**src/rtl/mlcd_gram_reader.sv**
```systemverilog
// Reads pixels back from 8080-style TFT-LCD GRAM: memory-read command, dummy read, then N pixels
// streamed over valid/ready. Define MLCD_RD_RGB888_EN for two strobes per pixel packed to RGB565.
module mlcd_gram_reader #(
    parameter logic [15:0] CMD_READ  = 16'h2E00,
    parameter int unsigned T_WR_LOW  = 2,
    parameter int unsigned T_WR_HIGH = 2,
    parameter int unsigned T_RD_LOW  = 4,
    parameter int unsigned T_RD_HIGH = 4
) (
    input  logic        clk_i,
    input  logic        rst_i,
    input  logic        start_i,
    input  logic [18:0] num_pixels_i,
    output logic        busy_o,
    output logic        done_o,
    output logic [15:0] pix_data_o,
    output logic        pix_valid_o,
    input  logic        pix_ready_i,
    output logic        mlcd_cs_n_o,
    output logic        mlcd_wr_n_o,
    output logic        mlcd_rd_n_o,
    output logic        mlcd_rs_o,
    output logic [15:0] mlcd_data_out_o,
    output logic        mlcd_data_oe_o,
    input  logic [15:0] mlcd_data_in_i
);

    localparam logic [7:0] WrLowLd  = 8'(T_WR_LOW - 1);
    localparam logic [7:0] WrHighLd = 8'(T_WR_HIGH - 1);
    localparam logic [7:0] RdLowLd  = 8'(T_RD_LOW - 1);
    localparam logic [7:0] RdHighLd = 8'(T_RD_HIGH - 1);

    typedef enum logic [3:0] {
        StIdle,
        StCmdWr,
        StCmdHold,
        StTurn,
        StDummyLow,
        StDummyHigh,
        StRdWait,
        StRdLow,
        StRdHigh,
        StFinish
    } state_e;

    state_e      state_q;
    logic [7:0]  cnt_q;
    logic [18:0] count_q;
    logic        busy_q;
    logic        done_q;
    logic [15:0] pix_data_q;
    logic        pix_valid_q;
    logic        cs_n_q;
    logic        wr_n_q;
    logic        rd_n_q;
    logic        rs_q;
    logic [15:0] data_out_q;
    logic        data_oe_q;

    logic        cnt_zero;
    logic        slot_free;
    logic        last_word;
    logic [15:0] pix_word;

    assign cnt_zero  = (cnt_q == 8'd0);
    // The output register can take a new pixel if empty or being drained this cycle.
    assign slot_free = !pix_valid_q || pix_ready_i;

`ifdef MLCD_RD_RGB888_EN
    logic        word1_q;
    logic [10:0] rg_q;
    logic        unused_data_in;

    assign last_word      = word1_q;
    assign pix_word       = {rg_q, mlcd_data_in_i[15:11]};
    assign unused_data_in = ^{mlcd_data_in_i[10:8], mlcd_data_in_i[1:0]};
`else
    assign last_word = 1'b1;
    assign pix_word  = mlcd_data_in_i;
`endif

    always_ff @(posedge clk_i) begin
        if (rst_i) begin
            state_q     <= StIdle;
            cnt_q       <= 8'd0;
            count_q     <= 19'd0;
            busy_q      <= 1'b0;
            done_q      <= 1'b0;
            pix_data_q  <= 16'h0000;
            pix_valid_q <= 1'b0;
            cs_n_q      <= 1'b1;
            wr_n_q      <= 1'b1;
            rd_n_q      <= 1'b1;
            rs_q        <= 1'b1;
            data_out_q  <= 16'h0000;
            data_oe_q   <= 1'b0;
`ifdef MLCD_RD_RGB888_EN
            word1_q     <= 1'b0;
            rg_q        <= 11'd0;
`endif
        end else begin
            done_q <= 1'b0;
            if (pix_valid_q && pix_ready_i) begin
                pix_valid_q <= 1'b0;
            end

            unique case (state_q)
                StIdle: begin
                    if (start_i) begin
                        if (num_pixels_i == 19'd0) begin
                            done_q <= 1'b1;
                        end else begin
                            count_q    <= num_pixels_i;
                            busy_q     <= 1'b1;
                            cs_n_q     <= 1'b0;
                            rs_q       <= 1'b0;
                            data_oe_q  <= 1'b1;
                            data_out_q <= CMD_READ;
                            wr_n_q     <= 1'b0;
                            cnt_q      <= WrLowLd;
                            state_q    <= StCmdWr;
                        end
                    end
                end

                StCmdWr: begin
                    if (cnt_zero) begin
                        wr_n_q  <= 1'b1;
                        cnt_q   <= WrHighLd;
                        state_q <= StCmdHold;
                    end else begin
                        cnt_q <= cnt_q - 8'd1;
                    end
                end

                StCmdHold: begin
                    if (cnt_zero) begin
                        rs_q       <= 1'b1;
                        data_oe_q  <= 1'b0;
                        data_out_q <= 16'h0000;
                        state_q    <= StTurn;
                    end else begin
                        cnt_q <= cnt_q - 8'd1;
                    end
                end

                // Bus released for one full cycle before the panel starts driving it.
                StTurn: begin
                    rd_n_q  <= 1'b0;
                    cnt_q   <= RdLowLd;
                    state_q <= StDummyLow;
                end

                StDummyLow: begin
                    if (cnt_zero) begin
                        rd_n_q  <= 1'b1;
                        cnt_q   <= RdHighLd;
                        state_q <= StDummyHigh;
                    end else begin
                        cnt_q <= cnt_q - 8'd1;
                    end
                end

                StDummyHigh: begin
                    if (cnt_zero) begin
                        if (slot_free) begin
                            rd_n_q  <= 1'b0;
                            cnt_q   <= RdLowLd;
                            state_q <= StRdLow;
                        end else begin
                            state_q <= StRdWait;
                        end
                    end else begin
                        cnt_q <= cnt_q - 8'd1;
                    end
                end

                StRdWait: begin
                    if (slot_free) begin
                        rd_n_q  <= 1'b0;
                        cnt_q   <= RdLowLd;
                        state_q <= StRdLow;
                    end
                end

                StRdLow: begin
                    if (cnt_zero) begin
                        rd_n_q  <= 1'b1;
                        cnt_q   <= RdHighLd;
                        state_q <= StRdHigh;
                        if (last_word) begin
                            pix_data_q  <= pix_word;
                            pix_valid_q <= 1'b1;
                        end
`ifdef MLCD_RD_RGB888_EN
                        if (!word1_q) begin
                            rg_q <= {mlcd_data_in_i[15:11], mlcd_data_in_i[7:2]};
                        end
`endif
                    end else begin
                        cnt_q <= cnt_q - 8'd1;
                    end
                end

                StRdHigh: begin
                    if (cnt_zero) begin
`ifdef MLCD_RD_RGB888_EN
                        word1_q <= ~word1_q;
`endif
                        if (!last_word) begin
                            // Second half of a pixel goes out without waiting on the slot.
                            rd_n_q  <= 1'b0;
                            cnt_q   <= RdLowLd;
                            state_q <= StRdLow;
                        end else begin
                            count_q <= count_q - 19'd1;
                            if (count_q == 19'd1) begin
                                cs_n_q  <= 1'b1;
                                state_q <= StFinish;
                            end else if (slot_free) begin
                                rd_n_q  <= 1'b0;
                                cnt_q   <= RdLowLd;
                                state_q <= StRdLow;
                            end else begin
                                state_q <= StRdWait;
                            end
                        end
                    end else begin
                        cnt_q <= cnt_q - 8'd1;
                    end
                end

                StFinish: begin
                    if (slot_free) begin
                        done_q  <= 1'b1;
                        busy_q  <= 1'b0;
                        state_q <= StIdle;
                    end
                end

                default: state_q <= StIdle;
            endcase
        end
    end

    assign busy_o          = busy_q;
    assign done_o          = done_q;
    assign pix_data_o      = pix_data_q;
    assign pix_valid_o     = pix_valid_q;
    assign mlcd_cs_n_o     = cs_n_q;
    assign mlcd_wr_n_o     = wr_n_q;
    assign mlcd_rd_n_o     = rd_n_q;
    assign mlcd_rs_o       = rs_q;
    assign mlcd_data_out_o = data_out_q;
    assign mlcd_data_oe_o  = data_oe_q;

    // Never drive the bus while the panel may be driving it.
    a_no_contention : assert property (@(posedge clk_i) disable iff (rst_i)
        !(!rd_n_q && data_oe_q));

    a_strobes_exclusive : assert property (@(posedge clk_i) disable iff (rst_i)
        !(!rd_n_q && !wr_n_q));

endmodule
```
**config.mk**
```make
export PLATFORM = sky130hd
export DESIGN_NAME = mlcd_gram_reader
export DESIGN_NICKNAME = d
export VERILOG_FILES = /design/src/rtl/mlcd_gram_reader.sv
export SDC_FILE = /design/constraint.sdc
export NUM_CORES = 1
export LEC_CHECK = 0
export ABC_CLOCK_PERIOD_IN_PS = 2100
export CAP_MARGIN = 20
export CELL_PAD_IN_SITES_DETAIL_PLACEMENT = 0
export CELL_PAD_IN_SITES_GLOBAL_PLACEMENT = 1
export CORE_AREA = 2 2 93 95
export CTS_CLUSTER_SIZE = 28
export DETAILED_ROUTE_END_ITERATION = 6
export DIE_AREA = 0 0 95 97
export DONT_BUFFER_PORTS = 1
export PLACE_DENSITY = 0.81
export SYNTH_ARGS = -nofsm -noshare
export SYNTH_HDL_FRONTEND = slang
export SYNTH_SLANG_ARGS = --single-unit
```
**constraint.sdc**
```tcl
create_clock -name clk_i -period 2.1 [get_ports clk_i]
set_input_delay 0.315 -clock clk_i [delete_from_list [all_inputs] [get_ports clk_i]]
set_output_delay 0.315 -clock clk_i [all_outputs]
set_load 0.01 [all_outputs]
```
---- Word-level counts from Yosys, hierarchy flattened ----
Cells that the tools add are included.
operators by class
  add/subtract/negate cells ............... 2
  equal/unequal tests ..................... 25
  muxes and demuxes ....................... 57
  reduce and logical (&&, ||, !) cells .... 22
operators by type and width
  cell                                                  count
  2-to-1 mux 8 bit                                      9
  one-hot mux 8 bit (8 select lines)                    1
  2-to-1 mux 19 bit                                     3
  2-to-1 mux 16 bit                                     3
  2-to-1 mux 4 bit                                      11
  one-hot mux 4 bit (10 select lines)                   1
  one-hot mux 19 bit (2 select lines)                   1
  one-hot mux 16 bit (2 select lines)                   1
  != test 2 bit, second input constant                  13
  2-to-1 mux 1 bit                                      20
  equality test 19 x 1 -> 1 bit, second input constant  1
  zero test 19 bit                                      1
  subtractor 19 x 1 -> 19 bit, second input constant    1
  equality test 4 x 3 -> 1 bit, second input constant   4
  AND reduction 4 bit                                   4
  AND reduction 5 bit                                   3
  one-hot mux 1 bit (2 select lines)                    6
  AND reduction 10 bit                                  1
  equality test 4 x 2 -> 1 bit, second input constant   2
  equality test 4 bit, second input constant            2
  zero test 8 bit                                       1
  nonzero test 2 bit                                    4
  nonzero test 8 bit                                    1
  subtractor 8 x 1 -> 8 bit, second input constant      1
  other kinds (11)                                      11
word-level totals
  register bits after elaboration ......... 71
  input port bits ......................... 39
  output and inout port bits .............. 40

---- Logic depth before layout (Yosys ltp) ----
Gate-level depths: netlist of the first run.
  word-level depth ........................ 6
  mapped depth ............................ 9
  gate-level depth less buffers ........... 8

---- Worst setup path before layout of the first run ----
Ideal clock, no wire load.
  path kind ............................... register to register
  start point ............................. register count_q[0]
  end point ............................... register count_q[18]
  library setup time ...................... 0.132 ns
  data arrival time ....................... 2.099 ns
  slack ................................... -0.131 ns
  cell stages (with the launch flop) ...... 9
  clock period less this slack ............ 2.231 ns
  cells stage by stage .................... dfxtp_1 -> inv_1 -> ha_1 -> or4b_2 -> or4_4 -> nor4_1 -> nor2_1 -> o21ai_1 -> a21oi_1
on the way
  word-level cells in the longest chain between the ends .. 3
ends and longest elaborated chain
  element                              line  text
  start, declared                      48    logic [18:0] count_q;
  start signal, assigned               113   count_q <= num_pixels_i;
  start signal, assigned               216   count_q <= count_q - 19'd1;
  subtractor 19 x 1 -> 19 bit          216
  2-to-1 mux 19 bit                    206   if (cnt_zero) begin
  one-hot mux 19 bit (2 select lines)  107   unique case (state_q)
Every way passes these cells. The select of a mux whose other input is x is not followed.
A chain may end at the register's enable or synchronous reset.

---- Worst setup path after layout of the first run ----
  start point ............................. register state_q[1]
  end point ............................... register cnt_q[5]
on the way
  word-level cells in the longest chain between the ends .. 4
ends and longest elaborated chain
  element                        line  text
  start, declared                46    state_e state_q;
  start signal, assigned         84    state_q <= StIdle;
  start signal, assigned         121   state_q <= StCmdWr;
  start signal, assigned         130   state_q <= StCmdHold;
  equality test 4 x 3 -> 1 bit   107
  OR reduction 2 bit (no line)   --
  nonzero test 8 bit (no line)   --
  AND reduction 5 bit (no line)  --
  end signal, assigned           120   cnt_q <= WrLowLd;
  end signal, assigned           129   cnt_q <= WrHighLd;
  end signal, assigned           132   cnt_q <= cnt_q - 8'd1;
  end, declared                  47    logic [7:0] cnt_q;
Several ways; a longest one is shown, not always the timed one.

==> flow_results.xml, run 1 <==
<?xml version="1.0" encoding="UTF-8"?>
<metrics>
  <group name="route">
    <metric name="totalWireLength" unit="mm">9.54</metric>
    <metric name="detail_route.first_pass.iterations" unit="">5</metric>
    <metric name="routed-via-count" unit="">3339</metric>
    <metric name="drt-initial-drc-count" unit="">215</metric>
    <metric name="vias_per_instance" unit="">5.70</metric>
    <metric name="wl_per_cell" unit="um">16.3</metric>
    <metric name="detail_route.drc_violations" unit="">0</metric>
    <metric name="drtAntennaViolNets" unit="">0</metric>
  </group>
  <group name="timing">
    <metric name="setup_viol" unit="">0</metric>
    <metric name="timing.clock.skew" unit="ps">9.06</metric>
    <metric name="finalCritPeriodShare" unit="%">97.6</metric>
    <metric name="final_max_slew_viol_count" unit="">0</metric>
    <metric name="finalHoldViolations" unit="">0</metric>
    <metric name="final.min_clock_period" unit="ps">2050</metric>
    <metric name="achievable-frequency" unit="MHz">488</metric>
    <metric name="slew_headroom" unit="%">58.0</metric>
    <metric name="worst_pin_slew" unit="ps">625</metric>
  </group>
  <group name="cts">
    <metric name="clk-insertion-delay-late" unit="ps">330</metric>
    <metric name="numCtsBuffers" unit="">5</metric>
    <metric name="cts-root-buf" unit="">sky130_fd_sc_hd__clkbuf_8</metric>
    <metric name="cts.hold.buffers_added" unit="">0</metric>
    <metric name="cts_tree" unit="">built</metric>
    <metric name="path_clk_slew" unit="ps">110</metric>
    <metric name="clock-sinks" unit="">55</metric>
    <metric name="cts-htree-levels" unit="">2</metric>
    <metric name="cts_buffer_depth" unit="">2</metric>
  </group>
  <group name="global_routing">
    <metric name="overflow" unit="">0</metric>
    <metric name="grt_first_pass_wirelength" unit="mm">14.8</metric>
    <metric name="initial_antenna_violation_count" unit="">0</metric>
    <metric name="number_of_global_route_vias_before_repair" unit="">2967</metric>
    <metric name="pin_count_of_the_biggest_net_entering_global_routing" unit="">52</metric>
    <metric name="grt_util_all_layers" unit="%">19.9</metric>
  </group>
  <group name="critical_path">
    <metric name="crit_chain" unit="">buf_4 &gt; or3_1 &gt; or2_2 &gt; o221ai_2 &gt; nor3_2 &gt; and2b_4 &gt; a311oi_2</metric>
    <metric name="critPathLaunchType" unit="">flop</metric>
    <metric name="cp-startpoint" unit="">state_q[1]</metric>
    <metric name="critical_path.max_fanout" unit="">6</metric>
    <metric name="timing.critical_path.slowest_cell_delay" unit="ps">400</metric>
    <metric name="timing.critical_path.required" unit="ps">2340</metric>
    <metric name="cp_top_family" unit="">simple AND/OR/NAND/NOR gates</metric>
    <metric name="critPathKind" unit="">reg2reg</metric>
    <metric name="crit_arrival" unit="ps">2290</metric>
    <metric name="critical_path_depth" unit="">7</metric>
    <metric name="critical_path.reg2reg.endpoint" unit="">cnt_q[5]</metric>
    <metric name="r2r_setup_slack" unit="ps">50</metric>
    <metric name="worstSetupEndpoint" unit="">cnt_q[5]</metric>
    <metric name="timing.reg2reg.worst_path_depth" unit="">7</metric>
    <metric name="crit_path_top_delay_cell" unit="">sky130_fd_sc_hd__or3_1</metric>
    <metric name="crit_buf_inv" unit="">1</metric>
    <metric name="crit-reg2reg-launch" unit="">state_q[1]</metric>
    <metric name="timing.critical_path.to_type" unit="">flop</metric>
  </group>
  <group name="cells_and_area">
    <metric name="final_area" unit="mm2">0.00394</metric>
    <metric name="drive_gt1_share" unit="%">21.6</metric>
    <metric name="n_antenna_cell" unit="">0</metric>
    <metric name="nets" unit="">523</metric>
    <metric name="area_growth_syn_to_layout" unit="%">19.7</metric>
    <metric name="post_layout_nonfiller_instances" unit="">586</metric>
    <metric name="final_cell_mix" unit="">84 x sky130_fd_sc_hd__nand2_1, 53 x sky130_fd_sc_hd__dfxtp_1, 52 x sky130_fd_sc_hd__buf_4, 51 x sky130_fd_sc_hd__a21oi_1, 37 x sky130_fd_sc_hd__nor2_1</metric>
    <metric name="mostFrequentLayoutCell" unit="">sky130_fd_sc_hd__nand2_1</metric>
  </group>
  <group name="synth">
    <metric name="synth_warnings" unit="">0</metric>
    <metric name="asyncSetResetFlopFracSynth" unit="%">0</metric>
    <metric name="syn_area_per_cell" unit="um2">7.38</metric>
    <metric name="sequential_share_of_the_synthesized_area" unit="%">33.4</metric>
    <metric name="ys.flop_type" unit="">sky130_fd_sc_hd__dfxtp_1</metric>
    <metric name="mapped_area" unit="mm2">0.00329</metric>
    <metric name="postSynthCellCount" unit="">446</metric>
    <metric name="synthDistinctLibCells" unit="">58</metric>
    <metric name="synth_edf_count" unit="">0</metric>
    <metric name="ff_latch_count_synth" unit="">55</metric>
  </group>
  <group name="power">
    <metric name="peak_supply_drop" unit="V">0.000786</metric>
    <metric name="total_leakage_power" unit="nW">1.50</metric>
    <metric name="power-per-cell-area" unit="mW/mm2">1380</metric>
  </group>
  <group name="die">
    <metric name="die_height" unit="um">97</metric>
    <metric name="die_w" unit="um">95</metric>
    <metric name="placement_rows" unit="">33</metric>
    <metric name="initial_core_util" unit="%">40.5</metric>
    <metric name="io_pins" unit="">79</metric>
    <metric name="design.core.area" unit="mm2">0.00813</metric>
    <metric name="area_of_the_die" unit="mm2">0.00922</metric>
  </group>
  <group name="place">
    <metric name="placer_s_final_routability_congestion_estimate" unit="">0.917</metric>
    <metric name="placedCellCount" unit="">570</metric>
    <metric name="detailedPlacementHpwl" unit="mm">6.43</metric>
    <metric name="buffer_ports.inserted" unit="">0</metric>
    <metric name="post_dp_cell_area" unit="mm2">0.00365</metric>
  </group>
  <group name="worst_hold_path">
    <metric name="path_category_of_the_worst_min_delay_check" unit="">in2reg</metric>
  </group>
  <group name="outcome">
    <metric name="outcome" unit="">completed</metric>
  </group>
  <group name="flow_run">
    <metric name="number_of_violations_of_the_max_capacitance_limit" unit="">0</metric>
  </group>
</metrics>
==> worst min-delay path by stage <==
stage / endpoint / depth (start not counted) / startpoint / slack [ps]
finish: pix_data_o[4] / 1 / rst_i / 50
global route: cnt_q[2] / 1 / rst_i / 20
CTS: pix_data_o[15] / 1 / rst_i / 40
detailed placement: cnt_q[2] / 1 / rst_i / 400
global placement: cnt_q[2] / 1 / rst_i / 400
floorplan: count_q[12] / 2 / count_q[12] / 450
==> metrics by stage <==
stage	power [mW]	setup TNS (ps)	hold WS [ps]	utilization, %	worst slack, ps
floorplan	3.43	0	448	-	15.5
global route	5.86	-59.2	23.3	48.4	-17.8
global placement	4.40	-249	396	44.9	-50.1
finish	5.44	0	49.0	48.4	50.8
detailed placement	4.44	-545	396	44.9	-86.2
CTS	5.11	0	36.7	46.0	12.5
==> metal layers <==
metal | routed length, um | part of all wire, % | global-route usage [%]
met1 | 4200 | 44 | 27.3
met2 | 4490 | 47 | 30.6
met3 | 639 | 6.7 | 4.98
met4 | 214 | 2.2 | 6.24
met5 | 0 | 0 | 0
==> power by group <==
group | total [mW] | switching, mW | leakage, nW | internal (mW)
registers | 1.44 | 0.198 | 0.449 | 1.24
clock network | 0.653 | 0.407 | 0.0463 | 0.246
logic | 3.34 | 1.84 | 1.00 | 1.50
total | 5.44 | 2.45 | 1.50 | 2.99
==> flip-flops by register name, summed over array words and instances (netlist names) <==
signal	count
busy_o	1
cnt_q	8
count_q	19
done_o	1
mlcd_cs_n_o	1
mlcd_data_out_o	1
mlcd_rd_n_o	1
mlcd_rs_o	1
mlcd_wr_n_o	1
pix_data_o	16
pix_valid_o	1
state_q	4
==> worst register-to-register path: stages (launching register included) <==
cell	delay (ps)
sky130_fd_sc_hd__dfxtp_1	340
sky130_fd_sc_hd__buf_4	150
sky130_fd_sc_hd__or3_1	400
sky130_fd_sc_hd__or2_2	320
sky130_fd_sc_hd__o221ai_2	210
sky130_fd_sc_hd__nor3_2	80
sky130_fd_sc_hd__and2b_4	220
sky130_fd_sc_hd__a311oi_2	240
==> timing repair <==
item	in CTS	in global routing
buffers inserted	0	7
setup endpoints to repair	0	27
gates resized for setup	0	25
==> Yosys cell counts (all sizes together), types with 6 or more instances <==
master	instances	share of area (%)
nor3	15	2.7
dfxtp	55	33
nand2b	7	1.3
o21ai	36	5.6
buf	27	5.2
nor2	38	4.4
inv	6	0.68
clkbuf	17	1.9
nor2b	6	1.1
nor4	14	3.5
nand2	84	9.6
a21oi	52	7.9
nand3	8	1.2
==> cells by family (layout without fill, tap and decap cells) <==
logic type               Yosys count  count (layout)  synth area share, %
buffers and inverters             50              74                 7.83
AND/OR/NAND/NOR                  198             198                 30.0
flip-flops                        55              55                 33.4
AO/OA/AOI/OAI                    133             133                 25.7
multiplexers                       2               2                0.608
XOR/XNOR                           3               3                0.798
other                              1              12                0.114
adder cells (fa/ha/maj)            4               4                 1.52
==> area by class of cell <==
cell class | instances | area (um2)
Fill cell | 785 | 4190
Multi-Input combinational cell | 352 | 2070
Sequential cell | 55 | 1100
Timing Repair Buffer | 60 | 519
Tap cell | 105 | 131
Clock buffer | 5 | 68.8
Clock inverter | 3 | 27.5
Inverter | 6 | 22.5
Note: power is estimated with default switching activity, not from simulation.
==> run 2, diff against run 1 <==
CORE_AREA = 2 2 91 93   (was 2 2 93 95)
CTS_BUF_LIST = sky130_fd_sc_hd__clkbuf_8   (was unset)
DIE_AREA = 0 0 93 95   (was 0 0 95 97)
PLACE_DENSITY = 0.84   (was 0.81)
==> flow_results.xml, run 2 (synthesis results as in run 1) <==
<?xml version="1.0" encoding="UTF-8"?>
<metrics>
  <group name="place">
    <metric name="buffer_ports.inserted" unit="">0</metric>
    <metric name="detailedPlacementHpwl" unit="mm">6.62</metric>
    <metric name="placedCellCount" unit="">574</metric>
    <metric name="place_ws" unit="ps">-124</metric>
    <metric name="placer_s_final_routability_congestion_estimate" unit="">0.941</metric>
  </group>
  <group name="critical_path">
    <metric name="crit_chain" unit="">or4b_4 &gt; buf_4 &gt; nor4_4 &gt; nor3_2 &gt; and2b_4 &gt; a311oi_2</metric>
    <metric name="timing.critical_path.to_type" unit="">flop</metric>
    <metric name="timing.critical_path.slowest_cell_delay" unit="ps">610</metric>
    <metric name="critPathKind" unit="">reg2reg</metric>
    <metric name="cp_top_family" unit="">simple AND/OR/NAND/NOR gates</metric>
    <metric name="timing.critical_path.required" unit="ps">2340</metric>
    <metric name="crit_path_top_delay_cell" unit="">sky130_fd_sc_hd__or4b_4</metric>
    <metric name="critPathLaunchType" unit="">flop</metric>
    <metric name="critical_path.max_fanout" unit="">8</metric>
    <metric name="crit_buf_inv" unit="">1</metric>
    <metric name="crit_arrival" unit="ps">2260</metric>
  </group>
  <group name="timing">
    <metric name="achievable-frequency" unit="MHz">493</metric>
    <metric name="finalHoldViolations" unit="">0</metric>
    <metric name="finalHoldWorstSlack" unit="ps">66.6</metric>
    <metric name="final_max_slew_viol_count" unit="">0</metric>
    <metric name="setup_viol" unit="">0</metric>
    <metric name="setup_ws" unit="ps">71.4</metric>
    <metric name="timing.clock.skew" unit="ps">12.5</metric>
    <metric name="finalCritPeriodShare" unit="%">96.6</metric>
    <metric name="slew_headroom" unit="%">56.2</metric>
    <metric name="final.min_clock_period" unit="ps">2030</metric>
    <metric name="worst_pin_slew" unit="ps">652</metric>
  </group>
  <group name="flow_run">
    <metric name="number_of_violations_of_the_max_capacitance_limit" unit="">0</metric>
  </group>
  <group name="cells_and_area">
    <metric name="mostFrequentLayoutCell" unit="">sky130_fd_sc_hd__nand2_1</metric>
    <metric name="n_antenna_cell" unit="">0</metric>
    <metric name="registers.top_by_ff_count" unit="">count_q</metric>
    <metric name="fillerInstances" unit="">777</metric>
    <metric name="post_layout_nonfiller_instances" unit="">582</metric>
    <metric name="drive_gt1_share" unit="%">22.0</metric>
    <metric name="area_growth_syn_to_layout" unit="%">18.2</metric>
    <metric name="largest_reg_flops" unit="">19</metric>
    <metric name="nets" unit="">519</metric>
    <metric name="final_cell_mix" unit="">83 x sky130_fd_sc_hd__nand2_1, 54 x sky130_fd_sc_hd__buf_4, 52 x sky130_fd_sc_hd__dfxtp_1, 51 x sky130_fd_sc_hd__a21oi_1, 37 x sky130_fd_sc_hd__nor2_1</metric>
  </group>
  <group name="route">
    <metric name="wl_per_cell" unit="um">15.5</metric>
    <metric name="drtAntennaViolNets" unit="">0</metric>
    <metric name="routed-via-count" unit="">3256</metric>
    <metric name="detail_route.first_pass.iterations" unit="">4</metric>
    <metric name="totalWireLength" unit="mm">9.04</metric>
    <metric name="vias_per_instance" unit="">5.59</metric>
    <metric name="detail_route.drc_violations" unit="">0</metric>
    <metric name="drt-initial-drc-count" unit="">195</metric>
  </group>
  <group name="global_routing">
    <metric name="pin_count_of_the_biggest_net_entering_global_routing" unit="">52</metric>
    <metric name="grt.met2_usage" unit="%">34.5</metric>
    <metric name="initial_antenna_violation_count" unit="">0</metric>
    <metric name="grt_util_all_layers" unit="%">19.9</metric>
    <metric name="number_of_global_route_vias_before_repair" unit="">2993</metric>
    <metric name="overflow" unit="">0</metric>
    <metric name="grt_busiest_layer" unit="">met2</metric>
    <metric name="grt.met1_usage" unit="%">25.9</metric>
    <metric name="grt_first_pass_wirelength" unit="mm">14.3</metric>
    <metric name="groute.layer.met3.usage" unit="%">3.19</metric>
  </group>
  <group name="cts">
    <metric name="cts_buffer_depth" unit="">2</metric>
    <metric name="path_clk_slew" unit="ps">110</metric>
    <metric name="cts-htree-levels" unit="">2</metric>
    <metric name="clock-sinks" unit="">55</metric>
    <metric name="numCtsBuffers" unit="">5</metric>
    <metric name="cts_tree" unit="">built</metric>
    <metric name="cts-root-buf" unit="">sky130_fd_sc_hd__clkbuf_8</metric>
    <metric name="clk-insertion-delay-late" unit="ps">310</metric>
  </group>
  <group name="die">
    <metric name="area_of_the_die" unit="mm2">0.00884</metric>
    <metric name="die_height" unit="um">95</metric>
    <metric name="io_pins" unit="">79</metric>
    <metric name="design.core.area" unit="mm2">0.00793</metric>
    <metric name="placement_rows" unit="">33</metric>
    <metric name="initial_core_util" unit="%">41.5</metric>
    <metric name="die_w" unit="um">93</metric>
  </group>
  <group name="power">
    <metric name="total_leakage_power" unit="nW">1.47</metric>
    <metric name="power-per-cell-area" unit="mW/mm2">1390</metric>
    <metric name="power_switching" unit="mW">2.37</metric>
    <metric name="power.internal" unit="mW">3.05</metric>
    <metric name="peak_supply_drop" unit="V">0.000527</metric>
    <metric name="sw_share" unit="%">43.7</metric>
    <metric name="p_clk_share" unit="%">13.7</metric>
    <metric name="combinationalPowerShare" unit="%">59.7</metric>
    <metric name="seq_power_share" unit="%">26.5</metric>
  </group>
  <group name="worst_hold_path">
    <metric name="path_category_of_the_worst_min_delay_check" unit="">in2reg</metric>
  </group>
  <group name="outcome">
    <metric name="outcome" unit="">completed</metric>
  </group>
</metrics>
-- run 2: cell types whose count changed in the layout (fill, tap and decap cells not counted), moves of 2 or more --
cell | previous run | this run
sky130_fd_sc_hd__buf_4 | 52 | 54
sky130_fd_sc_hd__o21ai_1 | 8 | 6
sky130_fd_sc_hd__buf_6 | 3 | 1
sky130_fd_sc_hd__o21ai_2 | 1 | 3
sky130_fd_sc_hd__clkbuf_16 | 2 | 0
-- run 2: layout make-up --
class	count	area, um2	share of cell area, %
Inverter	6	22.5	0.579
Timing Repair Buffer	56	437	11.2
Multi-Input combinational cell	352	2080	53.5
Tap cell	105	131	3.38
Clock buffer	5	68.8	1.77
Sequential cell	55	1100	28.4
Clock inverter	3	46.3	1.19
-- run 2: path summary, 6_finish.rpt --
path,startpoint,end,slack [ps],depth (start not counted)
hold / removal,rst_i,pix_data_o[11],70,1
hold reg to reg,count_q[18],count_q[18],490,2
setup / recovery,state_q[2],cnt_q[5],70,6
setup reg to reg,state_q[2],cnt_q[5],70,6
-- run 2: power groups by stage --
| stage | registers, mW | logic, mW | clock network, mW |
|---|---|---|---|
| after floorplan | 1.42 | 2.01 | 0 |
| after global placement | 1.44 | 2.99 | 0 |
| after detailed placement | 1.44 | 3.02 | 0 |
| after CTS | 1.42 | 3.03 | 0.761 |
| after global routing | 1.47 | 3.59 | 0.795 |
| final | 1.44 | 3.23 | 0.743 |
-- run 2: metal layers --
layer	routed length, um	vias to the layer above	part of all wire [%]
met3	516	6	5.7
li1	-	1634	-
met1	3990	1513	44
met5	0	-	0
met2	4450	103	49
met4	84	0	0.93
-- run 2: what timing repair did --
action / in CTS / in global routing
setup buffers: 0 / 0
gates resized for setup: 0 / 26
hold buffers: 0 / 0
endpoints found under the setup margin: 0 / 48
-- run 2: through the flow --
step	cell area, um2	util, %	TNS, ps	total power [mW]
2_1_floorplan	3340	-	0	3.43
3_3_place_gp	3670	46.2	-219	4.42
3_5_place_dp	3670	46.2	-568	4.46
4_1_cts	3780	47.7	0	5.21
5_1_grt	3890	49.1	-39.1	5.85
6_report	3890	49.1	0	5.41
